**config.mk**
```make
export PLATFORM = sky130hd
export DESIGN_NAME = product_readout_flat
export DESIGN_NICKNAME = d
export VERILOG_FILES = /design/src/rtl/multiplier_pkg.sv /design/src/rtl/product_readout_if.sv /design/src/rtl/product_frame_fmt.sv /design/src/rtl/product_readout.sv /design/src/flat_wrapper.sv
export SDC_FILE = /design/constraint.sdc
export NUM_CORES = 1
export LEC_CHECK = 0
export ABC_AREA = 0
export CELL_PAD_IN_SITES_DETAIL_PLACEMENT = 0
export CELL_PAD_IN_SITES_GLOBAL_PLACEMENT = 1
export CORE_MARGIN = 4
export CORE_UTILIZATION = 33
export CTS_BUF_LIST = sky130_fd_sc_hd__clkbuf_8
export CTS_CLUSTER_DIAMETER = 40
export DETAILED_ROUTE_END_ITERATION = 12
export HOLD_SLACK_MARGIN = 0.1
export PLACE_DENSITY_LB_ADDON = 0.08
export REMOVE_ABC_BUFFERS = 1
export SLEW_MARGIN = 10
export SYNTH_ARGS = -nofsm -noshare
export SYNTH_HDL_FRONTEND = slang
export SYNTH_SLANG_ARGS = --single-unit
export TNS_END_PERCENT = 5
```
**constraint.sdc**
```tcl
create_clock -name i_clk -period 1.7 [get_ports i_clk]
set_input_delay 0.34 -clock i_clk [delete_from_list [all_inputs] [get_ports i_clk]]
set_output_delay 0.34 -clock i_clk [all_outputs]
set_load 0.005 [all_outputs]
```
**src/rtl/multiplier_pkg.sv**
```systemverilog
// Shared constants, frame-geometry helpers and FSM state encoding for the
// sign-magnitude multiplier and its product readout.
package multiplier_pkg;

  localparam int MAG_W_DEF = 4;
  localparam int OP_W_DEF  = MAG_W_DEF + 1;
  localparam int OUT_W_DEF = 4;

  function automatic int ceil_div(input int a, input int b);
    return (a + b - 1) / b;
  endfunction

  // Product frame: 2*MAG_W magnitude bits plus one sign bit.
  function automatic int prod_w(input int mag_w);
    return 2 * mag_w + 1;
  endfunction

  function automatic int n_beats(input int mag_w, input int out_w);
    return ceil_div(prod_w(mag_w), out_w);
  endfunction

  function automatic int frame_w(input int mag_w, input int out_w);
    return n_beats(mag_w, out_w) * out_w;
  endfunction

  typedef enum logic {
    IDLE = 1'b0,
    SEND = 1'b1
  } state_e;

endpackage

```
**src/rtl/product_readout_if.sv**
```systemverilog
// Capture and beat-stream signals of the product readout block.
// slave is the readout block's view, master is the producer/consumer side.
interface product_readout_if #(
  parameter int MAG_W = 4,
  parameter int OUT_W = 4
);
  logic               done;
  logic               sign_m;
  logic               sign_q;
  logic [2*MAG_W-1:0] mag;
  logic               ready;
  logic               valid;
  logic [OUT_W-1:0]   data;
  logic               last;

  modport slave (
    input  done, sign_m, sign_q, mag, ready,
    output valid, data, last
  );

  modport master (
    output done, sign_m, sign_q, mag, ready,
    input  valid, data, last
  );
endinterface

```
**src/rtl/product_frame_fmt.sv**
```systemverilog
// Resolves the product sign and packs the padded product frame.
// PRODUCT_READOUT_TWOS_COMP_EN selects a two's-complement frame instead of sign-magnitude.
module product_frame_fmt
  import multiplier_pkg::*;
#(
  parameter int MAG_W = MAG_W_DEF,
  parameter int OUT_W = OUT_W_DEF
) (
  input  logic                                sign_m_i,
  input  logic                                sign_q_i,
  input  logic [2*MAG_W-1:0]                  mag_i,
  output logic [frame_w(MAG_W, OUT_W)-1:0]    frame_o
);
  localparam int FW = frame_w(MAG_W, OUT_W);

  logic sign;

  // A zero magnitude never carries a sign, so there is no negative zero.
  assign sign = (sign_m_i ^ sign_q_i) & (|mag_i);

`ifdef PRODUCT_READOUT_TWOS_COMP_EN
  logic [FW-1:0] mag_ext;

  assign mag_ext = FW'(mag_i);
  assign frame_o = sign ? (~mag_ext + 1'b1) : mag_ext;
`else
  assign frame_o = FW'({sign, mag_i});
`endif

endmodule

```
**src/rtl/product_readout.sv**
```systemverilog
// Captures a finished product into a shadow frame and streams it LSB beat
// first over a valid/ready bus. Optional macro: PRODUCT_READOUT_TWOS_COMP_EN.
module product_readout
  import multiplier_pkg::*;
#(
  parameter int MAG_W = MAG_W_DEF,
  parameter int OUT_W = OUT_W_DEF
) (
  input  logic               i_clk,
  input  logic               i_rst_n,
  product_readout_if.slave   bus,
  input  logic               i_clr_ovr,
  output logic               o_busy,
  output logic               o_overrun
);
  localparam int NBEATS = n_beats(MAG_W, OUT_W);
  localparam int FW     = frame_w(MAG_W, OUT_W);
  localparam int BW     = (NBEATS > 1) ? $clog2(NBEATS) : 1;
  localparam logic [BW-1:0] LAST_BEAT = BW'(NBEATS - 1);

  state_e                        state_q, state_d;
  logic [BW-1:0]                 beat_q, beat_d;
  logic [FW-1:0]                 shadow_q, shadow_d;
  logic                          ovr_q, ovr_d;
  logic [FW-1:0]                 frame;
  logic [NBEATS-1:0][OUT_W-1:0]  beats;
  logic                          is_last;
  logic                          xfer;
  logic                          ovr_set;

  product_frame_fmt #(
    .MAG_W (MAG_W),
    .OUT_W (OUT_W)
  ) u_fmt (
    .sign_m_i (bus.sign_m),
    .sign_q_i (bus.sign_q),
    .mag_i    (bus.mag),
    .frame_o  (frame)
  );

  assign beats   = shadow_q;
  assign is_last = (state_q == SEND) && (beat_q == LAST_BEAT);
  assign xfer    = (state_q == SEND) && bus.ready;

  assign bus.valid = (state_q == SEND);
  assign bus.data  = beats[beat_q];
  assign bus.last  = is_last;
  assign o_busy    = (state_q == SEND);
  assign o_overrun = ovr_q;

  always_comb begin
    // NOTE: every next-state signal takes its hold value first, so no path
    // through the case below can leave one unassigned and infer a latch.
    state_d  = state_q;
    beat_d   = beat_q;
    shadow_d = shadow_q;
    ovr_set  = 1'b0;

    case (state_q)
      IDLE: begin
        if (bus.done) begin
          state_d  = SEND;
          beat_d   = '0;
          shadow_d = frame;
        end
      end
      SEND: begin
        if (xfer && is_last) begin
          // A product finishing on the last-beat transfer chains with no bubble.
          beat_d = '0;
          if (bus.done) shadow_d = frame;
          else          state_d  = IDLE;
        end else begin
          if (xfer)     beat_d  = beat_q + 1'b1;
          if (bus.done) ovr_set = 1'b1;
        end
      end
      default: state_d = IDLE;
    endcase

    // Setting wins over a coincident clear.
    ovr_d = ovr_set | (ovr_q & ~i_clr_ovr);
  end

  // NOTE: state uses non-blocking assignments so every register samples the
  // pre-edge values computed above, independent of statement order.
  always_ff @(posedge i_clk) begin
    if (!i_rst_n) begin
      // NOTE: the shadow is a plain register and is cleared so o_data reads
      // zero after reset; no reset-free storage exists in this block.
      state_q  <= IDLE;
      beat_q   <= '0;
      shadow_q <= '0;
      ovr_q    <= 1'b0;
    end else begin
      state_q  <= state_d;
      beat_q   <= beat_d;
      shadow_q <= shadow_d;
      ovr_q    <= ovr_d;
    end
  end

endmodule

```
**src/flat_wrapper.sv**
```systemverilog
// flat-port wrapper written by rule: the top's interface ports become plain ports
module product_readout_flat import multiplier_pkg::*;
#(
  parameter int MAG_W = MAG_W_DEF,
  parameter int OUT_W = OUT_W_DEF
)
  (i_clk, i_rst_n, i_clr_ovr, o_busy, o_overrun, bus_done, bus_sign_m, bus_sign_q, bus_mag, bus_ready, bus_valid, bus_data, bus_last);
  product_readout_if #(.MAG_W(MAG_W), .OUT_W(OUT_W)) bus_i ();
  input  logic i_clk;
  input  logic i_rst_n;
  input  logic i_clr_ovr;
  output logic o_busy;
  output logic o_overrun;
  input wire logic [$bits(bus_i.done)-1:0] bus_done;
  input wire logic [$bits(bus_i.sign_m)-1:0] bus_sign_m;
  input wire logic [$bits(bus_i.sign_q)-1:0] bus_sign_q;
  input wire logic [$bits(bus_i.mag)-1:0] bus_mag;
  input wire logic [$bits(bus_i.ready)-1:0] bus_ready;
  output wire logic [$bits(bus_i.valid)-1:0] bus_valid;
  output wire logic [$bits(bus_i.data)-1:0] bus_data;
  output wire logic [$bits(bus_i.last)-1:0] bus_last;
  assign bus_i.done = bus_done;
  assign bus_i.sign_m = bus_sign_m;
  assign bus_i.sign_q = bus_sign_q;
  assign bus_i.mag = bus_mag;
  assign bus_i.ready = bus_ready;
  assign bus_valid = bus_i.valid;
  assign bus_data = bus_i.data;
  assign bus_last = bus_i.last;
  product_readout #(.MAG_W(MAG_W), .OUT_W(OUT_W)) u_core (.i_clk(i_clk), .i_rst_n(i_rst_n), .bus(bus_i), .i_clr_ovr(i_clr_ovr), .o_busy(o_busy), .o_overrun(o_overrun));
endmodule
```
==> Word-level counts from Yosys, hierarchy flattened <==
Cells that the tools add are included.
{ "word_totals": {"regBits": 16, "wordCells": 35} }
{ "op_classes": {"muxes": 14, "addsub": 1, "bitwise": 6, "n_reduce_logical": 5, "magnitude_cmp": 1, "eq_ne": 4} }
{ "op_table": {"columns": ["operator", "count"], "rows": [
  ["12-bit 2-to-1 mux", 2],
  ["12-bit one-hot mux with 2 select lines", 1],
  ["4-bit binary-select mux with 2-bit select", 1],
  ["8-bit OR reduction", 1],
  ["2-bit 2-to-1 mux", 3],
  ["1-bit 2-to-1 mux", 4],
  ["4-bit 2-to-1 mux", 1],
  ["2-bit != test (second input constant)", 2],
  ["2-bit one-hot mux with 2 select lines", 1],
  ["1-bit logical AND", 3],
  ["2-bit by 3-bit < comparator with 1-bit output (second input constant)", 1],
  ["3-bit != test (second input constant)", 1],
  ["2-bit by 1-bit adder with 2-bit output (second input constant)", 1],
  ["1-bit bitwise AND", 2],
  ["2-bit == test (second input constant)", 1],
  ["1-bit NOT", 2],
  ["1-bit one-hot mux with 2 select lines", 1],
  ["2-bit AND reduction", 1],
  ["1-bit bitwise OR", 1],
  ["1-bit XOR", 1]
]} }

==> Depth between registers and ports, before layout <==
Gate-level depths: netlist of the first run.
{ "logic_depth": {"word_depth": 6, "depth_mapped": 7} }

==> Cells and area by module <==
A second synthesis of the first run with hierarchy kept.
{ "unflattened": {"cells_unflattened": 105, "area_unflattened_um2": 924.6} }
{ "modules_own_cells": {"columns": ["module", "n_inst", "seq_area_each_um2", "cells_per_inst", "area_per_inst_um2"], "rows": [
  ["product_readout", 1, 320.3, 88, 792.0],
  ["product_frame_fmt", 1, 0.0, 17, 132.6]
]} }

==> Least setup slack after synthesis of the first run <==
Ideal clock, no wire load.
{ "synth_path": {"path_kind": "register to register", "start": "register u_core.beat_q[0]", "end": "register u_core.shadow_q[8], in the netlist u_core.beats[8]", "t_arrival_ns": 1.324, "setup_ns": 0.116, "slack_ns": 0.260, "stages_incl_launch_ff": 7, "period_less_slack_ns": 1.440, "cell_sequence": "dfxtp_1 > buf_2 > inv_1 > ha_1 > a21bo_4 > buf_6 > a41o_1"} }
{ "synth_between": {"elab_chain_len": 4} }
{ "synth_rtl": {"columns": ["element", "line_no", "source"], "rows": [
  ["from (decl)", "product_readout.sv:22", "logic [BW-1:0] beat_q, beat_d;"],
  ["from (signal assigned)", "product_readout.sv:97", "beat_q <= beat_d;"],
  ["2-bit == test", "product_readout.sv:42", "assign is_last = (state_q == SEND) && (beat_q == LAST_BEAT);"],
  ["1-bit logical AND", "product_readout.sv:42", null],
  ["1-bit logical AND", "product_readout.sv:68", "if (xfer && is_last) begin"],
  ["2-bit != test (no source line)", null, null],
  ["to (signal assigned)", "product_readout.sv:98", "shadow_q <= shadow_d;"],
  ["to (decl)", "product_readout.sv:23", "logic [FW-1:0] shadow_q, shadow_d;"]
]} }
Every way passes these cells.
A chain may end at the register's enable or synchronous reset.

==> Final worst setup path of the first run <==
{ "layout_path": {"start": "register u_core.beat_q[0]", "end": "output bus_last"} }
{ "layout_between": {"elab_chain_len": 2} }
{ "layout_rtl": {"columns": ["element", "line_no", "source"], "rows": [
  ["2-bit == test", "product_readout.sv:42", null],
  ["1-bit logical AND", "product_readout.sv:42", null],
  ["to (decl)", "flat_wrapper.sv:21", "output wire logic [$bits(bus_i.last)-1:0] bus_last;"]
]} }
Every way passes these cells.

==> impl_metrics.json, run 1 <==
{
  "synth_top_family_by_area": "compound AO/OA/AOI/OAI gates",
  "synth_top_cell_by_area": "dfxtp_1",
  "ys_ff_latch": 13,
  "path_cells": "inv_1 > ha_1 > and2_2 > dlygate4sd2_1",
  "n_fill_cell": 201,
  "ys_warn_count": 0,
  "switching_share_pct": 24.4,
  "final.setup_skew_ps": 2.24,
  "grt_pass1_wl_mm": 2.72,
  "multi_input_area_um2": 363,
  "route.detailed.drc": 0,
  "cp-start-kind": "flip-flop",
  "fin_crit_sh_pct": 94.3,
  "pwr-share-comb_pct": 18.1,
  "cp.required_ps": 1360,
  "critical_path.max_stage_delay_ps": 330,
  "synthToLayoutAreaGrowth_pct": 47.0,
  "tns_ps": 0,
  "final_max_slew_viol_count": 0,
  "fin_total_pwr_uw": 742,
  "cap_violations": 0,
  "relSlewSlack_pct": 76.8,
  "syn_avg_cell_area_um2": 8.76,
  "fin_util_pct": 53.7,
  "p_leak_uw": 0.000395,
  "path_max_fanout": 3,
  "cts_tree": "done",
  "hold_slack_ps": 484,
  "antenna_found_initial": 0,
  "status": "complete, no violations",
  "num_rows": 15,
  "hold_buffers": 0,
  "track_usage_pct": 13.8,
  "dp_hpwl_mm": 1.29,
  "die_height_um": 52.9,
  "syn_inst": 76,
  "cp-end-kind": "primary output",
  "synthMuxAreaShare_pct": 7.52,
  "async_flop_share_pct": 0,
  "path_clk_slew_ps": 60,
  "synth_top_area_share_pct": 39.1,
  "firstDrtPassIters": 4,
  "clock_power_share_pct": 37.1,
  "routed_via_density": 4.97,
  "ys_seq_area_share_pct": 39.1,
  "clock_path_buffers": 2,
  "finalCriticalPeriod_ps": 1600,
  "synth_adder_area_share_pct": 1.88,
  "switchingPower_uw": 181,
  "rsz0062_at_grt": "false",
  "routed-via-count": 641,
  "clkLatencyLatePin_ps": 240,
  "synth_top_flop_cell": "dfxtp_1",
  "synthSimpleGateAreaFrac_pct": 16.5,
  "n_antenna_cell": 0,
  "yosysUniqueCellTypes": 25,
  "p_int_uw": 560,
  "grt_pass1_vias": 587,
  "numClockSinks": 13,
  "port_buffers": 22,
  "start_util_pct": 36.6,
  "hold_class": "reg2reg",
  "drt-initial-drc-count": 15,
  "num-nets-final": 121,
  "slowest_stage": "dfxtp_2",
  "layout-drive-gt1-share_pct": 13.5,
  "final_cells": 129,
  "ir_drop_mv": 0.625,
  "layout_commonest_cell": "clkdlybuf4s50_1",
  "regToRegSetupSlack_ps": 300,
  "grt_max_degree": 13,
  "htreeDepth": 1,
  "p_per_area_nw_per_um2": 758,
  "ant_nets": 0,
  "finalHoldViolations": 0,
  "die_w_um": 52.9,
  "grt-ovfl-total": 0,
  "synth-compound-area-share_pct": 27.3,
  "seq_power_share_pct": 44.8,
  "core-area_um2": 1820,
  "gp_congestion": 0.791,
  "numCtsBuffers": 3,
  "cts_root_buf": "clkbuf_8",
  "wl_mm": 1.68,
  "worst_pin_slew_ps": 346,
  "arrival_ps": 1260,
  "die_area_um2": 2800,
  "synth_xor_area_share_pct": 1.32,
  "synth-edff-count": 0,
  "dp.cells": 125,
  "finalSetupViolations": 0,
  "max_freq_ghz": 0.624,
  "cts_setup_buffers": 0,
  "synth_area_leaders": "dfxtp_1, a21boi_0, mux2i_1",
  "seq_area_um2": 262,
  "criticalPathCategory": "reg2out",
  "final_cell_mix": "clkdlybuf4s50_1, dfxtp_1, a21boi_0",
  "wl_per_cell_um": 13.0,
  "synth.cell_area_um2": 666,
  "io_pins": 23
}
[through the flow]
step           cell area (um2)  worst slack (ps)
6_report                   978              96.9
3_5_place_dp               938               129
4_1_cts                    978              85.2
5_1_grt                    978              18.7
3_3_place_gp               938               140
2_1_floorplan              634               326
[layer usage]
layer / global-route usage [%] / wire (um)
met3: 5.07 / 108
met5: 0 / 0
met1: 18.6 / 788
met2: 20.2 / 770
met4: 3.83 / 8
[critical path, delay by kind of cell (launching register included)]
| family | cells | cell delay, ps |
|---|---|---|
| adder cells (fa/ha/maj) | 1 | 200 |
| buffers and inverters | 2 | 310 |
| flip-flops | 1 | 330 |
| AND/OR/NAND/NOR | 1 | 180 |
[worst paths after layout]
check                                 startpoint         endpoint  cells past startpoint
worst max register to register  u_core.beat_q[0]  u_core.beats[7]                      6
worst min-delay path             u_core.beats[6]  u_core.beats[6]                      2
worst max-delay path            u_core.beat_q[0]         bus_last                      4
worst min register to register   u_core.beats[6]  u_core.beats[6]                      2
[cell usage after synthesis (2+ instances only)]
cell type  instances
or3_1              2
nor4_1             2
mux2i_1            5
a21boi_0          10
nand3_1            9
nor2_1             3
a21oi_1            2
o21ai_0            9
dfxtp_1           13
inv_1              3
nand2_1            4
[layout make-up]
| class | instances | share of cell area [%] |
|---|---|---|
| repair buffers | 29 | 27.2 |
| multi-input cells | 55 | 37.1 |
| clock buffers | 3 | 4.22 |
| well taps | 25 | 3.20 |
| flip-flops and latches | 13 | 26.7 |
| inverters | 3 | 1.15 |
| clock inverters | 1 | 0.384 |
[logic make-up (layout without fill, tap and decap cells)]
logic type	count (synthesis)	after routing
flip-flops	13	13
AND/OR/NAND/NOR	22	22
XOR/XNOR	1	1
AO/OA/AOI/OAI	26	26
buffers and inverters	8	36
multiplexers	5	5
adder cells (fa/ha/maj)	1	1
[repair_timing]
| action | 4_1_cts | 5_1_grt |
|---|---|---|
| gates resized for setup | 6 | 0 |
| endpoints found under the setup margin | 5 | 0 |
| hold endpoints to repair | 0 | 0 |
[power groups by stage]
stage                     clock [uW]  combinational (uW)  sequential (uW)
after floorplan                    0                50.5              339
after global placement             0                 138              338
after detailed placement           0                 139              339
after CTS                        281                 136              332
after global routing             305                 147              334
final                            275                 134              332
[registers in the layout, summed over array words and instances, names as in the netlist]
register,cells
u_core.beats,9
u_core.bus.valid,1
u_core.o_overrun,1
u_core.beat_q,2
Note: power is estimated with default switching activity, not from simulation.
==> run 2, diff against run 1 <==
Settings changed: CORE_MARGIN 4 to default.
==> impl_metrics.json, run 2 (same netlist as run 1, synthesis figures left out) <==
{
  "route.detailed.drc": 0,
  "path_max_fanout": 3,
  "cts_tree": "done",
  "routed_via_density": 4.80,
  "tns_ps": 0,
  "num-nets-final": 119,
  "path_clk_slew_ps": 60,
  "port_buffers": 22,
  "max_freq_ghz": 0.619,
  "n_antenna_cell": 0,
  "numCtsBuffers": 3,
  "grt_pass1_vias": 546,
  "ant_nets": 0,
  "cp-end-kind": "primary output",
  "status": "complete, no violations",
  "synthToLayoutAreaGrowth_pct": 45.5,
  "core-area_um2": 1800,
  "clock_path_buffers": 2,
  "startpoint": "u_core.beat_q[0]",
  "htreeDepth": 1,
  "grt_pass1_wl_mm": 2.47,
  "slowest_stage": "dfxtp_2",
  "path_cells": "inv_1 > ha_1 > and2_2 > dlygate4sd2_1",
  "cp.required_ps": 1360,
  "cp-start-kind": "flip-flop",
  "numClockSinks": 13,
  "die_height_um": 46.9,
  "p_leak_uw": 0.000396,
  "grt_max_degree": 13,
  "final_max_slew_viol_count": 0,
  "critical_path.max_stage_delay_ps": 340,
  "final_cell_mix": "clkdlybuf4s50_1, dfxtp_1, a21boi_0",
  "firstDrtPassIters": 4,
  "routed-via-count": 609,
  "fin_crit_sh_pct": 95.1,
  "rsz0062_at_grt": "false",
  "die_area_um2": 2200,
  "hold_buffers": 0,
  "min_from": "u_core.beats[2]",
  "finalCriticalPeriod_ps": 1620,
  "hold_slack_ps": 484,
  "io_pins": 23,
  "clkLatencyLatePin_ps": 240,
  "track_usage_pct": 16.2,
  "grt-ovfl-total": 0,
  "cts_root_buf": "clkbuf_8",
  "die_w_um": 46.9,
  "drt-initial-drc-count": 15,
  "critPathBufInv": 2,
  "crit_family": "flip-flops",
  "finalHoldViolations": 0,
  "layout-drive-gt1-share_pct": 12.7,
  "layout_commonest_cell": "clkdlybuf4s50_1",
  "largest_register_ffs": 9,
  "relSlewSlack_pct": 75.2,
  "finalSetupViolations": 0,
  "start_util_pct": 36.9,
  "final.setup_skew_ps": 3.70,
  "wl_per_cell_um": 12.0,
  "worst_pin_slew_ps": 370,
  "num_rows": 15,
  "hold_class": "reg2reg",
  "p_per_area_nw_per_um2": 761,
  "antenna_found_initial": 0,
  "ir_drop_mv": 0.556,
  "dp_hpwl_mm": 1.18,
  "arrival_ps": 1280,
  "fin_total_pwr_uw": 737,
  "criticalPathCategory": "reg2out",
  "cap_violations": 0,
  "gp_congestion": 0.711,
  "wl_mm": 1.53,
  "reg2reg_from": "u_core.beat_q[0]"
}
==> run 2: cell types whose count changed in the layout (fill, tap and decap cells not counted), sizes merged <==
cell / change
inv: -1
dlymetal6s2s: +1
dlygate4sd2: -1
clkinv: +1
buf: -2
==> run 2: per-layer routing <==
layer	GRT usage, %	up-vias	share of wire, %
met5	0	-	0
met4	3.43	0	0.26
met3	5.77	2	4.1
met2	23.3	14	45
met1	23.3	265	50
li1	-	328	-
==> run 2: what timing repair did <==
| item | 4_1_cts | 5_1_grt |
|---|---|---|
| setup endpoints to repair | 4 | 1 |
| buffers inserted | 0 | 0 |
| gates resized for setup | 5 | 1 |
| pin swaps | 0 | 0 |
==> run 2: tightest hold or removal path, delay by kind of cell, from the launching register on <==
kind / cells / cell delay (ps)
flip-flops: 1 / 300
AO/OA/AOI/OAI: 2 / 130
==> run 2: cell type report <==
type / count / area (um2)
Clock buffer: 3 / 41.3
Fill cell: 189 / 833
Inverter: 3 / 11.3
Multi-Input combinational cell: 55 / 363
Sequential cell: 13 / 262
Clock inverter: 1 / 5.00
Timing Repair Buffer: 27 / 255
Tap cell: 25 / 31.3
==> run 2: path summary, 6_finish.rpt <==
kind	to	slack, ps	depth (start not counted)
worst max-delay path	bus_last	80	4
worst min-delay path	u_core.beats[2]	480	2
worst max register to register	u_core.beats[5]	240	6
worst min register to register	u_core.beats[2]	480	2
==> run 2: stage by stage <==
step	worst slack (ps)	std cells	cell area (um2)	util, %
6_report	84.0	127	968	53.8
5_1_grt	34.8	127	968	53.8
4_1_cts	8.05	127	966	53.6
3_5_place_dp	134	123	923	51.2
3_3_place_gp	145	123	923	51.2
2_1_floorplan	326	71	634	-
==> run 2: report_power, final <==
group / internal, uW / switching (uW) / leakage [uW]
registers: 322 / 10.2 / 0.000107
clock network: 162 / 113 / 0.0000255
logic: 76.6 / 53.5 / 0.000263
==> run 3, diff against run 2 <==
Settings changed: PLACE_DENSITY from default to 0.86, PLACE_DENSITY_LB_ADDON 0.08 to default.
==> impl_metrics.json, run 3 (same netlist as run 1, synthesis figures left out) <==
{
  "stdcell_area_um2": 982,
  "finalHoldViolations": 0,
  "fin_total_pwr_uw": 737,
  "gp_congestion": 0.749,
  "grt_pass1_wl_mm": 2.42,
  "routed-via-count": 660,
  "final_cell_mix": "clkdlybuf4s50_1, dfxtp_1, a21boi_0",
  "htreeDepth": 1,
  "firstDrtPassIters": 5,
  "cts_tree": "done",
  "start_util_pct": 36.9,
  "die_w_um": 46.9,
  "criticalPathCategory": "reg2out",
  "fin_util_pct": 54.5,
  "numClockSinks": 13,
  "ant_nets": 0,
  "cp-end-kind": "primary output",
  "fin_crit_sh_pct": 96.3,
  "p_leak_uw": 0.000394,
  "pre_cts_slack_ps": 31.5,
  "status": "complete, no violations",
  "hold_class": "reg2reg",
  "wl_per_cell_um": 12.0,
  "num_rows": 15,
  "n_fill_cell": 181,
  "route.detailed.drc": 0,
  "arrival_ps": 1300,
  "antenna_found_initial": 0,
  "finalSetupViolations": 0,
  "pwr-share-comb_pct": 17.9,
  "clkLatencyLatePin_ps": 240,
  "dp_hpwl_mm": 1.19,
  "final_max_slew_viol_count": 0,
  "die_area_um2": 2200,
  "num-nets-final": 121,
  "clock_path_buffers": 2,
  "p_int_uw": 562,
  "seq_power_share_pct": 45.1,
  "worst_pin_slew_ps": 337,
  "startpoint": "u_core.beat_q[0]",
  "min_from": "u_core.beats[1]",
  "p_per_area_nw_per_um2": 750,
  "io_pins": 23,
  "placed_area_um2": 931,
  "clock_power_share_pct": 37.1,
  "path_clk_slew_ps": 60,
  "track_usage_pct": 15.9,
  "grt_pass1_vias": 570,
  "core-area_um2": 1800,
  "cts_root_buf": "clkbuf_8",
  "port_buffers": 22,
  "switching_share_pct": 23.8,
  "cp-start-kind": "flip-flop",
  "n_antenna_cell": 0,
  "rsz0062_at_grt": "false",
  "ir_drop_mv": 0.360,
  "layout_commonest_cell": "clkdlybuf4s50_1",
  "largest_register_ffs": 9,
  "grt-ovfl-total": 0,
  "switchingPower_uw": 175,
  "routed_via_density": 5.12,
  "finalWorstSetupSlack_ps": 63.3,
  "hold_buffers": 0,
  "tns_ps": 0,
  "relSlewSlack_pct": 77.5,
  "numCtsBuffers": 3,
  "cp.required_ps": 1360,
  "path_max_fanout": 5,
  "cap_violations": 0,
  "reg2reg_from": "u_core.beat_q[0]",
  "drt-initial-drc-count": 16,
  "wl_mm": 1.55,
  "layout-drive-gt1-share_pct": 14.4,
  "grt_max_degree": 13,
  "max_freq_ghz": 0.611,
  "synthToLayoutAreaGrowth_pct": 47.6,
  "die_height_um": 46.9,
  "final.setup_skew_ps": 4.55,
  "finalCriticalPeriod_ps": 1640
}
==> run 3: cell types whose count changed in the layout (fill, tap and decap cells not counted) <==
| cell | previous run | this run |
|---|---|---|
| buf_4 | 5 | 7 |
| dlymetal6s2s_1 | 1 | 0 |
| dfxtp_2 | 1 | 0 |
| dlygate4sd2_1 | 4 | 5 |
| dfxtp_4 | 0 | 1 |
==> run 3: path summary, 6_finish.rpt <==
check / end / slack [ps] / depth (start not counted)
hold reg to reg: u_core.beats[1] / 480 / 2
setup / recovery: bus_last / 60 / 4
setup reg to reg: u_core.beats[3] / 270 / 6
hold / removal: u_core.beats[1] / 480 / 2
==> run 3: cell type report <==
| type | instances | area [um2] | area share, % |
|---|---|---|---|
| inverters | 3 | 11.3 | 1.15 |
| clock buffers | 3 | 41.3 | 4.20 |
| flip-flops and latches | 13 | 264 | 26.9 |
| multi-input cells | 55 | 363 | 36.9 |
| well taps | 25 | 31.3 | 3.18 |
| repair buffers | 29 | 267 | 27.1 |
| clock inverters | 1 | 5.00 | 0.510 |
==> run 3: per-layer routing <==
| metal | wire, um | vias up | part of all wire (%) | GRT usage, % |
|---|---|---|---|---|
| met2 | 769 | 20 | 50 | 24.4 |
| met3 | 64 | 2 | 4.1 | 3.46 |
| met5 | 0 | - | 0 | 0 |
| li1 | - | 329 | - | - |
| met4 | 19 | 0 | 1.2 | 8.57 |
| met1 | 698 | 309 | 45 | 20.7 |
==> run 3: power groups by stage <==
stage	Clock [uW]	Combinational, uW	Sequential [uW]
after floorplan	0	50.5	339
after global placement	0	134	339
after detailed placement	0	135	340
after CTS	286	131	332
after global routing	302	144	334
final	273	132	332
==> run 3: through the flow <==
stage          std cells  hold WS (ps)
2_1_floorplan         71           457
3_3_place_gp         124           467
3_5_place_dp         124           475
4_1_cts              128           483
5_1_grt              129           506
6_report             129           479
==> run 3: critical path, stage by stage, from the launching register on <==
cell           delay, ps
dfxtp_4              360
inv_1                 50
ha_1                 200
and2_2               180
dlygate4sd2_1        250
==> run 3: repair_timing <==
| item | CTS | global route |
|---|---|---|
| setup buffers | 0 | 1 |
| gates resized for setup | 7 | 0 |
| setup endpoints to repair | 5 | 1 |
| pin swaps | 0 | 0 |
| hold endpoints to repair | 0 | 0 |
